[src/rtl/prod_term_pkg.sv]
// prod_term_pkg: shared defaults, per-term configuration record and index-width helper
package prod_term_pkg;
  localparam int DEF_N_IN  = 7;
  localparam int DEF_N_OUT = 3;
  localparam int DEF_CNT_W = 16;
  localparam int MAX_N_IN  = 32;
  typedef struct packed {
    logic [MAX_N_IN-1:0] mask;
    logic                inv;
  } cfg_t;
  function automatic int idx_w(input int n);
    return n > 1 ? $clog2(n) : 1;
  endfunction
endpackage

[src/rtl/pte_hit_counter.sv]
// pte_hit_counter: saturating event counter with synchronous clear
module pte_hit_counter import prod_term_pkg::*; #(
  parameter int CNT_W = DEF_CNT_W
) (
  input  logic             clk,
  input  logic             rst,
  input  logic             clr,
  input  logic             inc,
  output logic [CNT_W-1:0] cnt
);
  always_ff @(posedge clk or posedge rst)
    if (rst) cnt <= '0;
    else if (clr) cnt <= '0;
    else if (inc && !(&cnt)) cnt <= cnt + 1'b1;
endmodule

[src/rtl/prod_term_engine.sv]
// prod_term_engine: configurable product-term evaluator with 2-stage valid/ready pipeline and hit counters
module prod_term_engine import prod_term_pkg::*; #(
  parameter int N_IN  = DEF_N_IN,
  parameter int N_OUT = DEF_N_OUT,
  parameter int CNT_W = DEF_CNT_W
) (
  input  logic                    clk,
  input  logic                    rst,
  input  logic                    in_valid,
  output logic                    in_ready,
  input  logic [N_IN-1:0]         in_data,
  output logic                    out_valid,
  input  logic                    out_ready,
  output logic [N_OUT-1:0]        out_data,
  input  logic                    cfg_we,
  output logic                    cfg_ready,
  input  logic [idx_w(N_OUT)-1:0] cfg_idx,
  input  logic [N_IN-1:0]         cfg_mask,
  input  logic                    cfg_inv,
  output logic                    cfg_err,
  input  logic                    cnt_clr,
  output logic [N_OUT*CNT_W-1:0]  hit_cnt
);
  cfg_t                cfg [N_OUT];
  logic                s1_v, s2_v, s1_load, s2_load, cfg_take, in_fire;
  logic [N_OUT-1:0]    s1_and, and_now, inv_vec;
  logic [MAX_N_IN-1:0] din;
  assign din = MAX_N_IN'(in_data);
  // unused mask bits stay 0, so their ~mask is 1 and they drop out of the AND
  always_comb begin
    and_now = '0;
    inv_vec = '0;
    for (int k = 0; k < N_OUT; k++) begin
      and_now[k] = &(din | ~cfg[k].mask);
      inv_vec[k] = cfg[k].inv;
    end
  end
  assign s2_load   = !s2_v || out_ready;
  assign s1_load   = !s1_v || s2_load;
  assign cfg_ready = !rst && !s1_v && !s2_v;
  assign cfg_take  = cfg_we && cfg_ready;
  assign in_ready  = !rst && s1_load && !cfg_take;
  assign in_fire   = in_valid && in_ready;
  assign out_valid = s2_v;
  always_ff @(posedge clk or posedge rst)
    if (rst) begin
      s1_v     <= 1'b0;
      s2_v     <= 1'b0;
      s1_and   <= '0;
      out_data <= '0;
      cfg_err  <= 1'b0;
      for (int k = 0; k < N_OUT; k++) cfg[k] <= '0;
    end else begin
      if (s1_load) s1_v <= in_fire;
      if (in_fire) s1_and <= and_now;
      if (s2_load) s2_v <= s1_v;
      if (s2_load && s1_v) out_data <= s1_and ^ inv_vec;
      cfg_err <= cfg_take && int'(cfg_idx) >= N_OUT;
      for (int k = 0; k < N_OUT; k++)
        if (cfg_take && int'(cfg_idx) == k) cfg[k] <= '{mask: MAX_N_IN'(cfg_mask), inv: cfg_inv};
    end
  for (genvar g = 0; g < N_OUT; g++) begin : g_cnt
    pte_hit_counter #(.CNT_W(CNT_W)) u_cnt (
      .clk(clk),
      .rst(rst),
      .clr(cnt_clr),
      .inc(out_valid && out_ready && out_data[g]),
      .cnt(hit_cnt[g*CNT_W +: CNT_W])
    );
  end
endmodule

[config.mk]
export PLATFORM = sky130hd
export DESIGN_NAME = prod_term_engine
export DESIGN_NICKNAME = d
export VERILOG_FILES = /design/src/rtl/prod_term_pkg.sv /design/src/rtl/pte_hit_counter.sv /design/src/rtl/prod_term_engine.sv
export SDC_FILE = /design/constraint.sdc
export NUM_CORES = 1
export LEC_CHECK = 0
export ABC_AREA = 1
export BUFFER_PORTS_ARGS = -buffer_cell sky130_fd_sc_hd__clkbuf_2
export CORE_MARGIN = 5
export CORE_UTILIZATION = 54
export CTS_CLUSTER_DIAMETER = 50
export DETAILED_ROUTE_END_ITERATION = 8
export PLACE_DENSITY = 0.78
export SLEW_MARGIN = 20
export SYNTH_ARGS = -nofsm -noshare
export SYNTH_HDL_FRONTEND = slang
export SYNTH_SLANG_ARGS = --single-unit
[constraint.sdc]
create_clock -name clk -period 5.9 [get_ports clk]
set_input_delay 1.18 -clock clk [delete_from_list [all_inputs] [get_ports clk]]
set_output_delay 1.18 -clock clk [all_outputs]
set_load 0.05 [all_outputs]
==> impl_metrics.toml <==
[synth]
ys_ff_latch = 81
netlist_instances = 613
avgSynthCellArea_um2 = 7.49
yosys.area.top_type = "dfrtp_1"
ys_types = 31
synth_top_area_frac = 0.442
synth_warnings = 0
synth_nets = 639
synthesis.area_um2 = 4590
synthArstFlopShare = 1.00
synthFlopType = "dfrtp_1"
synth.area.top_cells = "dfrtp_1, nand2_1, inv_1"
synth_edf_count = 0
ys_seq_area_frac = 0.442

[route]
met3WireLength_um = 562
drt_iter0_markers = 187
routed_wl_um = 10500
wl_met2_um = 5330
wl_met1_um = 4490
antenna_left = 0
first_pass_iters = 7
drc = 0
viasPerCell = 5.26
wl_per_cell_um = 13.1
routed-via-count = 4217
top_layer_used = "met4"

[finish]
register_area_um2 = 2030
finalInstanceArea_um2 = 5260
antenna_cells = 0
nFillCells = 748
areaGrowthSynthToFinish_pct = 14.7
multi_input_area_um2 = 2210
drive_above_1_share = 0.185
finalNetCount = 717

[place]
numPortBuffers = 77
place_hpwl_um = 7470
gp_congestion = 0.868
placed_area_um2 = 5040

[cts]
clk_pin_slew_ns = 0.08
post-cts-setup-buffer-count = 0
cts_tree = "done"
cts.repair.resized = 0
numCtsBuffers = 9
cts.sinks = 81
root_buffer = "clkbuf_8"
cts_htree_levels = 3
worstSkewPairLatency_ns = 0.35
ctsHoldBuffers = 0
clk_path_buf_depth = 2

[run]
drv_cap = 0

[outcome]
status = "completed"

[power]
combPwrFrac = 0.202
leakage_uw = 0.00275
p_seq_frac = 0.488
swShare = 0.325
power.switching_uw = 451
power_density_nw_per_um2 = 264
clkPwrFrac = 0.310
ir_drop_uv = 200
p_int_uw = 937

[die]
die-width_um = 102
die-area_um2 = 10400
num_rows = 33
initial_core_util = 0.556
core_region_area_um2 = 8260
io_pins = 78
die_y_um = 102

[critical_path]
cp_max_fo = 5
cp-start-kind = "primary input"
path_class = "in -> out"
critPathRequiredTime_ns = 4.72
arrival_ns = 2.05
critPathCaptureType = "primary output"

[worst_hold_path]
hold_class = "reg -> reg"

[sta]
skew_ns = 0.0136
finalMaxSlewViolations = 0
slew_headroom = 0.487
worstMarginPinSlew_ns = 0.769
final.period_utilization = 0.548
rsz0062_at_grt = "false"
setup_tns_ns = 0
layout_min_cycle_time_ns = 3.23
hold_viol_final = 0
fmax_mhz = 309
setup_violations = 0

[global_route]
gr-usage-all-layers = 0.214
grt_max_degree = 82
grt_pass1_wl_um = 18100
overflow = 0
first_global_vias = 4068
antenna_found_initial = 0
-- flip-flops by register name, indices dropped and copies added (netlist names) --
name and count:
g_cnt.u_cnt.cnt 48, cfg 24, out_data 3, s1_and 3, cfg_err 1, out_valid 1, s1_v 1
-- stage by stage --
stage / cells / worst slack, ns / total power [uW] / hold slack (ns) / utilization
2_1_floorplan: 613 / 1.20 / 894 / 0.463 / -
3_3_place_gp: 785 / 2.69 / 961 / 0.478 / 0.611
3_5_place_dp: 785 / 2.65 / 972 / 0.497 / 0.611
4_1_cts: 801 / 2.64 / 1410 / 0.517 / 0.637
5_1_grt: 801 / 2.60 / 1470 / 0.532 / 0.637
6_report: 801 / 2.67 / 1390 / 0.508 / 0.637
-- kinds of logic (layout without fill, tap and decap cells) --
group / Yosys count / in the layout / synth area share
and+or+nand+nor: 378 / 378 / 0.383
buffers and inverters: 87 / 170 / 0.0777
DFF: 81 / 81 / 0.442
AOI/OAI and AO/OA: 49 / 49 / 0.0611
xor gates and xnor gates: 15 / 15 / 0.0286
adders and majority gates: 3 / 3 / 0.00818
-- final cells by class --
type | instances | share of cell area
Clock buffer | 11 | 0.0288
Clock inverter | 5 | 0.0121
Inverter | 76 | 0.0544
Multi-Input combinational cell | 445 | 0.419
Sequential cell | 81 | 0.385
Tap cell | 105 | 0.0250
Timing Repair Buffer | 78 | 0.0754
-- synthesized netlist by cell type, types with 4 or more instances --
library cell,n
nand2_1,219
dfrtp_1,81
inv_1,73
nand3_1,49
nor2_1,42
nand4_1,28
o21ai_0,27
xor2_1,9
nand2_2,7
nor2_4,7
o22ai_1,7
nand3b_1,6
xnor2_1,6
a21oi_1,5
clkbuf_1,4
nor3_1,4
nor3_4,4
o21ai_1,4
or2_2,4
-- power by group through the flow --
stage / clock [uW] / sequential, uW / combinational [uW]
after floorplan: 0 / 733 / 161
after global placement: 0 / 685 / 276
after detailed placement: 0 / 688 / 284
after CTS: 443 / 678 / 286
after global routing: 467 / 688 / 319
final: 430 / 677 / 281
-- critical path: stages --
cell      delay (ns)
clkbuf_2        0.12
nor3_4          0.20
nand2_2         0.16
nand3_1         0.13
inv_1           0.04
clkbuf_2        0.23
-- layer usage --
metal,vias to the layer above,track usage
met5,-,0
met4,0,0.0605
met3,9,0.0375
met2,108,0.382
met1,1987,0.267
li1,2113,-
-- layout by cell type, fill, tap and decap left out, types with 4 or more instances in the layout --
master    synthesis  routed
nand4_1          28      28
nand3b_1          6       6
nand2_1         219     219
nor3_4            4       4
nor3_1            4       4
xnor2_1           6       6
or2_2             4       4
nor2_4            7       7
clkbuf_8          0      11
nand2_2           7       7
o21ai_1           4       4
inv_1            73      72
clkbuf_2          0      77
a21oi_1           5       5
o22ai_1           7       7
dfrtp_1          81      81
nand3_1          49      49
nor2_1           42      42
o21ai_0          27      27
xor2_1            9       9
-- worst paths after layout --
path | start | to | slack (ns) | cells after the start
max | rst | in_ready | 2.67 | 6
min | s1_and[0]$_DFFE_PP0P_ | s1_and[0]$_DFFE_PP0P_ | 0.51 | 2
max reg2reg | g_cnt[2].u_cnt.cnt[0]$_DFFE_PP0P_ | g_cnt[2].u_cnt.cnt[10]$_DFFE_PP0P_ | 3.94 | 8
min reg2reg | s1_and[0]$_DFFE_PP0P_ | s1_and[0]$_DFFE_PP0P_ | 0.51 | 2
max in group asynchronous | rst | g_cnt[1].u_cnt.cnt[6]$_DFFE_PP0P_ | 4.35 | 3
min in group asynchronous | rst | g_cnt[1].u_cnt.cnt[15]$_DFFE_PP0P_ | 1.05 | 3
Power figures use the tool's default switching activity.
